[src/rtl/skewcode_pkg.sv]
// Shared types and constants for the skew-code stepper.
package skewcode_pkg;

  typedef enum logic [1:0] {
    IDLE       = 2'd0,
    WAIT_QUIET = 2'd1,
    STEP       = 2'd2,
    DONE       = 2'd3
  } skew_state_t;

  localparam int unsigned SKEW_WIDTH_DEF = 2;
  localparam int unsigned SKEW_POR_CODE  = 0;

endpackage

[src/rtl/skewcode_sync2.sv]
// Two-flop synchronizer for the asynchronous in_mon copy of the skewed signal.
module skewcode_sync2 (
  input  logic clk,
  input  logic rst_n,
  input  logic d,
  output logic q
);

  logic meta;

  always_ff @(posedge clk or negedge rst_n) begin
    if (!rst_n) begin
      meta <= 1'b0;
      q    <= 1'b0;
    end else begin
      meta <= d;
      q    <= meta;
    end
  end

endmodule

[src/rtl/skewcode_stepper.sv]
// Steps the skew brick select code one LSB at a time inside quiet windows of in_mon.
// Optional per-step wait timeout and forced flag: define SKEWCODE_STEPPER_TIMEOUT_EN.
module skewcode_stepper
  import skewcode_pkg::*;
#(
  parameter int unsigned WIDTH  = SKEW_WIDTH_DEF,
  parameter int unsigned SETTLE = 4
`ifdef SKEWCODE_STEPPER_TIMEOUT_EN
  , parameter int unsigned TIMEOUT = 64
`endif
) (
  input  logic             CELCLK,
  input  logic             CELRSTN,
  input  logic             req,
  input  logic [WIDTH-1:0] target,
  input  logic             in_mon,
  output logic [WIDTH-1:0] s,
  output logic             busy,
  output logic             ack
`ifdef SKEWCODE_STEPPER_TIMEOUT_EN
  , output logic           forced
`endif
);

  localparam int unsigned QCNT_W = 8;

  skew_state_t       state_q, state_d;
  logic [WIDTH-1:0]  s_q, s_d, s_step;
  logic [WIDTH-1:0]  tgt_q, tgt_d;
  logic [QCNT_W-1:0] qcnt_q, qcnt_d;
  logic              busy_q, busy_d;
  logic              ack_q, ack_d;
  logic              mon_s;
  logic              quiet_done;
  logic              timeout_hit;

`ifdef SKEWCODE_STEPPER_TIMEOUT_EN
  localparam int unsigned TCNT_W = $clog2(TIMEOUT + 1);
  logic [TCNT_W-1:0] tcnt_q, tcnt_d;
  logic              forced_q, forced_d;
`endif

  skewcode_sync2 u_sync (
    .clk   (CELCLK),
    .rst_n (CELRSTN),
    .d     (in_mon),
    .q     (mon_s)
  );

  assign quiet_done = (state_q == WAIT_QUIET) && !mon_s &&
                      (qcnt_q == QCNT_W'(SETTLE - 1));

`ifdef SKEWCODE_STEPPER_TIMEOUT_EN
  assign timeout_hit = (state_q == WAIT_QUIET) && (tcnt_q == TCNT_W'(TIMEOUT - 1));
`else
  assign timeout_hit = 1'b0;
`endif

  // One LSB toward the latched target; saturates at both ends, never wraps.
  always_comb begin
    s_step = s_q;
    if ((s_q < tgt_q) && (s_q != '1)) begin
      s_step = s_q + WIDTH'(1);
    end else if ((s_q > tgt_q) && (s_q != '0)) begin
      s_step = s_q - WIDTH'(1);
    end
  end

  // State register.
  always_ff @(posedge CELCLK or negedge CELRSTN) begin
    if (!CELRSTN) begin
      state_q <= IDLE;
    end else begin
      state_q <= state_d;
    end
  end

  // Next-state logic.
  always_comb begin
    state_d = state_q;
    case (state_q)
      IDLE: begin
        if (req) begin
          state_d = (target == s_q) ? DONE : WAIT_QUIET;
        end
      end
      WAIT_QUIET: begin
        if (quiet_done || timeout_hit) begin
          state_d = STEP;
        end
      end
      STEP:    state_d = (s_step == tgt_q) ? DONE : WAIT_QUIET;
      DONE:    state_d = IDLE;
      default: state_d = IDLE;
    endcase
  end

  // Output and datapath next values; counters clear on every entry to WAIT_QUIET.
  always_comb begin
    s_d    = s_q;
    tgt_d  = tgt_q;
    qcnt_d = qcnt_q;
    busy_d = (state_d != IDLE);
    ack_d  = (state_d == DONE);
`ifdef SKEWCODE_STEPPER_TIMEOUT_EN
    tcnt_d   = tcnt_q;
    forced_d = forced_q;
`endif
    case (state_q)
      IDLE: begin
        if (req) begin
          tgt_d  = target;
          qcnt_d = '0;
`ifdef SKEWCODE_STEPPER_TIMEOUT_EN
          tcnt_d   = '0;
          forced_d = 1'b0;
`endif
        end
      end
      WAIT_QUIET: begin
        qcnt_d = mon_s ? '0 : qcnt_q + QCNT_W'(1);
`ifdef SKEWCODE_STEPPER_TIMEOUT_EN
        tcnt_d = tcnt_q + TCNT_W'(1);
        if (timeout_hit && !quiet_done) begin
          forced_d = 1'b1;
        end
`endif
      end
      STEP: begin
        s_d    = s_step;
        qcnt_d = '0;
`ifdef SKEWCODE_STEPPER_TIMEOUT_EN
        tcnt_d = '0;
`endif
      end
      default: ;
    endcase
  end

  // Datapath and output registers.
  always_ff @(posedge CELCLK or negedge CELRSTN) begin
    if (!CELRSTN) begin
      s_q    <= WIDTH'(SKEW_POR_CODE);
      tgt_q  <= '0;
      qcnt_q <= '0;
      busy_q <= 1'b0;
      ack_q  <= 1'b0;
`ifdef SKEWCODE_STEPPER_TIMEOUT_EN
      tcnt_q   <= '0;
      forced_q <= 1'b0;
`endif
    end else begin
      s_q    <= s_d;
      tgt_q  <= tgt_d;
      qcnt_q <= qcnt_d;
      busy_q <= busy_d;
      ack_q  <= ack_d;
`ifdef SKEWCODE_STEPPER_TIMEOUT_EN
      tcnt_q   <= tcnt_d;
      forced_q <= forced_d;
`endif
    end
  end

  assign s    = s_q;
  assign busy = busy_q;
  assign ack  = ack_q;
`ifdef SKEWCODE_STEPPER_TIMEOUT_EN
  assign forced = forced_q;
`endif

endmodule

[config.mk]
export PLATFORM = sky130hd
export DESIGN_NAME = skewcode_stepper
export DESIGN_NICKNAME = d
export VERILOG_FILES = /design/src/rtl/skewcode_pkg.sv /design/src/rtl/skewcode_sync2.sv /design/src/rtl/skewcode_stepper.sv
export SDC_FILE = /design/constraint.sdc
export NUM_CORES = 1
export LEC_CHECK = 0
export BUFFER_PORTS_ARGS = -buffer_cell sky130_fd_sc_hd__buf_2
export CELL_PAD_IN_SITES_DETAIL_PLACEMENT = 1
export CELL_PAD_IN_SITES_GLOBAL_PLACEMENT = 1
export CORE_ASPECT_RATIO = 0.6
export CORE_MARGIN = 5
export CORE_UTILIZATION = 25
export CTS_CLUSTER_DIAMETER = 80
export CTS_CLUSTER_SIZE = 28
export DETAILED_ROUTE_END_ITERATION = 16
export HOLD_SLACK_MARGIN = 0.05
export PLACE_DENSITY_LB_ADDON = 0.05
export SYNTH_ARGS = -nofsm -noshare
export SYNTH_HDL_FRONTEND = slang
export SYNTH_SLANG_ARGS = --single-unit
[constraint.sdc]
create_clock -name CELCLK -period 2.8 [get_ports CELCLK]
set_input_delay 0.56 -clock CELCLK [delete_from_list [all_inputs] [get_ports CELCLK]]
set_output_delay 0.56 -clock CELCLK [all_outputs]
set_load 0.01 [all_outputs]
==> impl_metrics.yaml, run 1 <==
final_layout:
  diodes: 0
  nNetsFinal: 140
  fin_util: 0.3013
  final_cell_mix: "18 x dfrtp_1, 11 x nor2_1, 9 x inv_1, 9 x nand2_1, 9 x buf_2"
  layout_commonest_cell: "dfrtp_1"
  layout-drive-gt1-share: 0.1532
  syn2layout_area_growth_pct: 15.64
placed_design:
  gp_congestion: 0.7587
  portBuffers: 9
  hpwl_mm: 2.079
clocking:
  numCtsBuffers: 3
  cts_tree: "yes"
  clockRootBuffer: "clkbuf_8"
  hold_buffers: 0
  clock_path_buffers: 2
  postCtsSetupRepairBufs: 0
  clkLatencyLatePin_ps: 250
  cts.clk_slew.worst_paths_ps: 60
  clock-sinks: 18
  cts-htree-levels: 1
  cts_resized: 0
global_routing:
  grt_pass1_vias: 841
  grtUsageTotal: 0.1015
  grt_antenna_before_repair: 0
  grt_max_degree: 19
  grt_pass1_wl_mm: 4.347
  grt_overflow_total: 0
worst_setup_path:
  crit_path_cell_trace: "inv_1, ha_1, a21oi_1, o211ai_1, a311o_1, xnor2_1, o32a_1, nor2_1"
  crit_fanout: 6
  required_ps: 2980
  critPathMaxStageDelay_ps: 470
  critPathKind: "reg2reg"
  critPathLaunchType: "flop"
  cpMaxStageDelayCell: "dfrtp_1"
  arrival_ps: 2510
  critPathCaptureType: "flop"
  reg2reg_depth: 8
synth:
  async_flop_share: 1.000
  syn_inst: 111
  avgSynthCellArea_um2: 9.728
  ys.flop_type: "dfrtp_1"
  synth_cell_types: 31
  ys_seq_area_frac: 0.4171
  yosys_warnings: 0
  ys_ff_latch: 18
  syn-num-nets: 125
  synth_edf_count: 0
  synth_area_mm2: 0.001080
routing:
  dr_total_vias: 812
  ant_nets: 0
  drt-pass1-iter-count: 4
  post_drt_wl_per_cell_um: 13.95
  routed_wirelength_mm: 2.567
  drt_iter0_markers: 28
  post-route-drc-count: 0
  vias_per_cell: 4.413
timing:
  finalSetupTns_ps: 0
  setup_viol: 0
  rsz0062_at_grt: "false"
  maxSlewHeadroom: 0.7207
  worst_slew_pin_slew_ps: 419.0
  max_freq_ghz: 0.4292
  layout_min_cycle_time_ps: 2330
  clock_skew_ps: 2.261
  finalHoldViolCount: 0
  timing.final.crit_share: 0.8321
  drv_slew: 0
min_path:
  hold_class: "in2async"
status:
  status: "finished clean"
pwr:
  leakage_nw: 0.5734
  peakVddDrop_mv: 0.3850
  p_per_area_mw_per_mm2: 1139
flow_run:
  drv_cap: 0
floorplan:
  die_area_mm2: 0.005777
  pin_count: 10
  core_mm2: 0.004144
  fp.dieH_um: 60.91
  die_x_um: 94.85
  floorplan.initialDensity: 0.2606
  fp-row-count: 18
==> flip-flops by register name, summed over array words and instances, names as in the netlist <==
signal and flops:
qcnt_q 8, s 2, state_q 2, tgt_q 2, ack 1, busy 1, u_sync.meta 1, u_sync.q 1
==> cell families after synthesis <==
kind of cell,count (synthesis),synth area share
flip-flops,18,0.4171
AO/OA/AOI/OAI,24,0.1680
adder cells (fa/ha/maj),8,0.09270
AND/OR/NAND/NOR,40,0.1877
multiplexers,3,0.03013
XOR/XNOR,9,0.07301
buffers and inverters,9,0.03128
==> cell type report <==
cell class / instances / area (um^2)
Sequential cell: 18 / 450.4
Tap cell: 60 / 75.07
Inverter: 9 / 33.78
Multi-Input combinational cell: 84 / 595.6
Clock buffer: 3 / 41.29
Timing Repair Buffer: 10 / 52.55
Fill cell: 507 / 2895
==> critical path: cells and delay by family, from the launching register on <==
| family | cells | cell delay [ps] |
|---|---|---|
| AOI/OAI and AO/OA | 4 | 1110 |
| DFF | 1 | 470 |
| adders and majority gates | 1 | 340 |
| xor gates and xnor gates | 1 | 130 |
| buffers and inverters | 1 | 110 |
| and+or+nand+nor | 1 | 100 |
==> metrics by stage <==
step                instance area [um^2]  hold WS [ps]  instances  worst slack [ps]  total power, mW
floorplan                           1080         264.4        111             599.7            1.016
global placement                    1207         336.1        181             514.2            1.247
detailed placement                  1207         354.5        181             475.8            1.255
CTS                                 1249         244.1        184             445.8            1.443
global route                        1249         263.9        184             335.2            1.560
finish                              1249         235.1        184             470.0            1.422
==> path summary, 6_finish.rpt <==
check | to | startpoint | slack, ps
max in group asynchronous | qcnt_q[2]$_DFFE_PN0P_ | CELRSTN | 2270
worst max-delay path | ack$_DFF_PN0_ | s[0]$_DFFE_PN0P_ | 470
worst max register to register | ack$_DFF_PN0_ | s[0]$_DFFE_PN0P_ | 470
worst min register to register | u_sync.q$_DFF_PN0_ | u_sync.meta$_DFF_PN0_ | 370
min in group CELCLK | u_sync.q$_DFF_PN0_ | u_sync.meta$_DFF_PN0_ | 370
worst min-delay path | state_q[1]$_DFF_PN0_ | CELRSTN | 240
==> synthesized netlist by cell type (2+ instances only) <==
master / instances / area [um^2]
dfrtp_1: 18 / 450.4
nor2_1: 11 / 41.29
inv_1: 9 / 33.78
nand2_1: 9 / 33.78
ha_1: 8 / 100.1
xnor2_1: 7 / 61.31
nand3_1: 6 / 30.03
o21ai_0: 6 / 30.03
nand2b_1: 5 / 31.28
a21oi_1: 3 / 15.01
nor2b_1: 3 / 18.77
a21o_1: 2 / 15.01
and3_1: 2 / 12.51
mux2_2: 2 / 22.52
o211a_1: 2 / 20.02
o31ai_1: 2 / 15.01
xor2_1: 2 / 17.52
==> power breakdown <==
group	switching, mW	leakage, nW	total (mW)	internal, mW
Combinational	0.466	0.321	0.844	0.379
Sequential	0.0739	0.231	0.400	0.326
Clock	0.0818	0.0216	0.177	0.0955
==> metal layers <==
metal / routed length [um] / vias to the layer above / track usage
met1: 1539 / 381 / 0.1644
li1: - / 413 / -
met3: 129 / 2 / 0.03965
met5: 0 / - / 0
met2: 885 / 16 / 0.1202
met4: 13 / 0 / 0.01848
Power figures use the tool's default switching activity.
==> run 2, diff against run 1 <==
clock period = 2.03 ns   (was 2.8 ns; I/O delays follow)
==> impl_metrics.yaml, run 2 (synthesis gave the netlist of run 1 again) <==
routing:
  ant_nets: 0
  vias_per_cell: 4.249
  post_drt_wl_per_cell_um: 13.46
  drt_iter0_markers: 33
  post-route-drc-count: 0
  routed_wirelength_mm: 2.705
  dr_total_vias: 854
  drt-pass1-iter-count: 4
worst_setup_path:
  cpMaxStageDelayCell: "dfrtp_2"
  critPathCaptureType: "flop"
  critPathLaunch: "s[1]$_DFFE_PN0P_"
  crit_path_cell_trace: "ha_4, and2b_1, o211a_1, a311o_1, xnor2_1, o32a_1, nor2_1"
  regToRegEndpoint: "ack$_DFF_PN0_"
  r2r_start: "s[1]$_DFFE_PN0P_"
  required_ps: 2210
  critPathKind: "reg2reg"
  arrival_ps: 2240
  critPathMaxStageDelay_ps: 470
  crit_fanout: 5
  critPathLaunchType: "flop"
  endpoint: "ack$_DFF_PN0_"
  r2r_slack_ps: -30
  reg2reg_depth: 7
timing:
  max_freq_ghz: 0.4852
  clock_skew_ps: 4.223
  drv_slew: 0
  maxSlewHeadroom: 0.7292
  layout_min_cycle_time_ps: 2061
  finalHoldViolCount: 0
  setup_viol: 2
  worst_slew_pin_slew_ps: 406.2
  rsz0062_at_grt: "true"
  timing.final.crit_share: 1.015
  hold_ws_ps: 79.79
  fin_ws_ps: -31.03
pwr:
  leakage_nw: 0.6564
  total_power_mw: 2.307
  p_per_area_mw_per_mm2: 1621
  peakVddDrop_mv: 0.3864
global_routing:
  grtUsageTotal: 0.1100
  grt_pass1_wl_mm: 4.609
  grt_antenna_before_repair: 0
  grt_pass1_vias: 883
  grt_max_degree: 19
  grt_overflow_total: 0
clocking:
  cts-htree-levels: 1
  clock_path_buffers: 2
  clkLatencyLatePin_ps: 250
  hold_buffers: 0
  cts_tree: "yes"
  clockRootBuffer: "clkbuf_8"
  cts.clk_slew.worst_paths_ps: 60
  numCtsBuffers: 3
  clock-sinks: 18
final_layout:
  top_register: "qcnt_q"
  nNetsFinal: 157
  largest_register_ffs: 8
  layout-drive-gt1-share: 0.3191
  diodes: 0
  syn2layout_area_growth_pct: 31.75
  layout_commonest_cell: "buf_4"
  final_cell_mix: "18 x buf_4, 16 x dfrtp_1, 10 x nor2_1"
  final.fill_count: 493
floorplan:
  pin_count: 10
  die_area_mm2: 0.005777
  core_mm2: 0.004144
  fp-row-count: 18
  fp.dieH_um: 60.91
  floorplan.initialDensity: 0.2606
  die_x_um: 94.85
placed_design:
  portBuffers: 9
  hpwl_mm: 2.258
  gp_congestion: 0.7652
status:
  status: "finished, violations left"
  violations: "setup timing"
min_path:
  hold_class: "in2async"
flow_run:
  drv_cap: 0
run 2: cell count changes in the layout (fill, tap and decap cells not counted), moves of 2 or more:
cell     previous run  this run
buf_4               1        18
dfrtp_1            18        16
dfrtp_2             0         2
ha_1                8         6
ha_4                0         2
inv_1               9         7
inv_2               0         2
run 2: routing by layer:
metal / wire length, um / up-vias / track usage
li1: - / 449 / -
met1: 1679 / 391 / 0.1787
met5: 0 / - / 0
met2: 912 / 12 / 0.1343
met3: 96 / 2 / 0.03470
met4: 17 / 0 / 0.02464
run 2: worst min-delay path by stage:
stage | startpoint | to | slack, ps | depth (start not counted)
after floorplan | CELRSTN | ack$_DFF_PN0_ | 110 | 0
after global placement | u_sync.meta$_DFF_PN0_ | u_sync.q$_DFF_PN0_ | 350 | 0
after detailed placement | u_sync.meta$_DFF_PN0_ | u_sync.q$_DFF_PN0_ | 350 | 0
after CTS | CELRSTN | tgt_q[0]$_DFFE_PN0P_ | 100 | 1
after global routing | CELRSTN | u_sync.q$_DFF_PN0_ | 120 | 1
final | CELRSTN | qcnt_q[2]$_DFFE_PN0P_ | 80 | 1
run 2: final cells by class:
class	count	area, um^2	share of cell area
Multi-Input combinational cell	84	639.4	0.4494
Sequential cell	18	452.9	0.3184
Timing Repair Buffer	27	180.2	0.1266
Tap cell	60	75.07	0.05277
Clock buffer	3	41.29	0.02902
Inverter	9	33.78	0.02375
run 2: what timing repair did:
item                                    in CTS  in global routing
endpoints found under the setup margin       3                  4
setup buffers                                0                  1
pin swaps                                    4                  0
resized for setup                            2                  2
run 2: per-stage QoR:
stage	area (um^2)	TNS, ps	utilization	cells	worst slack (ps)
floorplan	1111	0	-	111	22.04
global placement	1359	-61.82	0.3279	197	-46.87
detailed placement	1359	-112.5	0.3279	197	-68.53
CTS	1403	-31.78	0.3385	200	-29.60
global route	1423	-309.4	0.3433	201	-129.7
finish	1423	-31.70	0.3433	201	-31.03
run 2: report_power, final:
part	leakage [nW]	switching (mW)	internal (mW)
clock network	0.0216	0.109	0.132
registers	0.228	0.0773	0.454
logic	0.406	0.745	0.789
run 2: worst max-delay path, delay by kind of cell (launching register included):
kind / cells / cell delay, ps
compound gates: 3 / 850
flops: 1 / 470
simple gates: 2 / 290
fa+ha+maj: 1 / 260
xor+xnor: 1 / 130
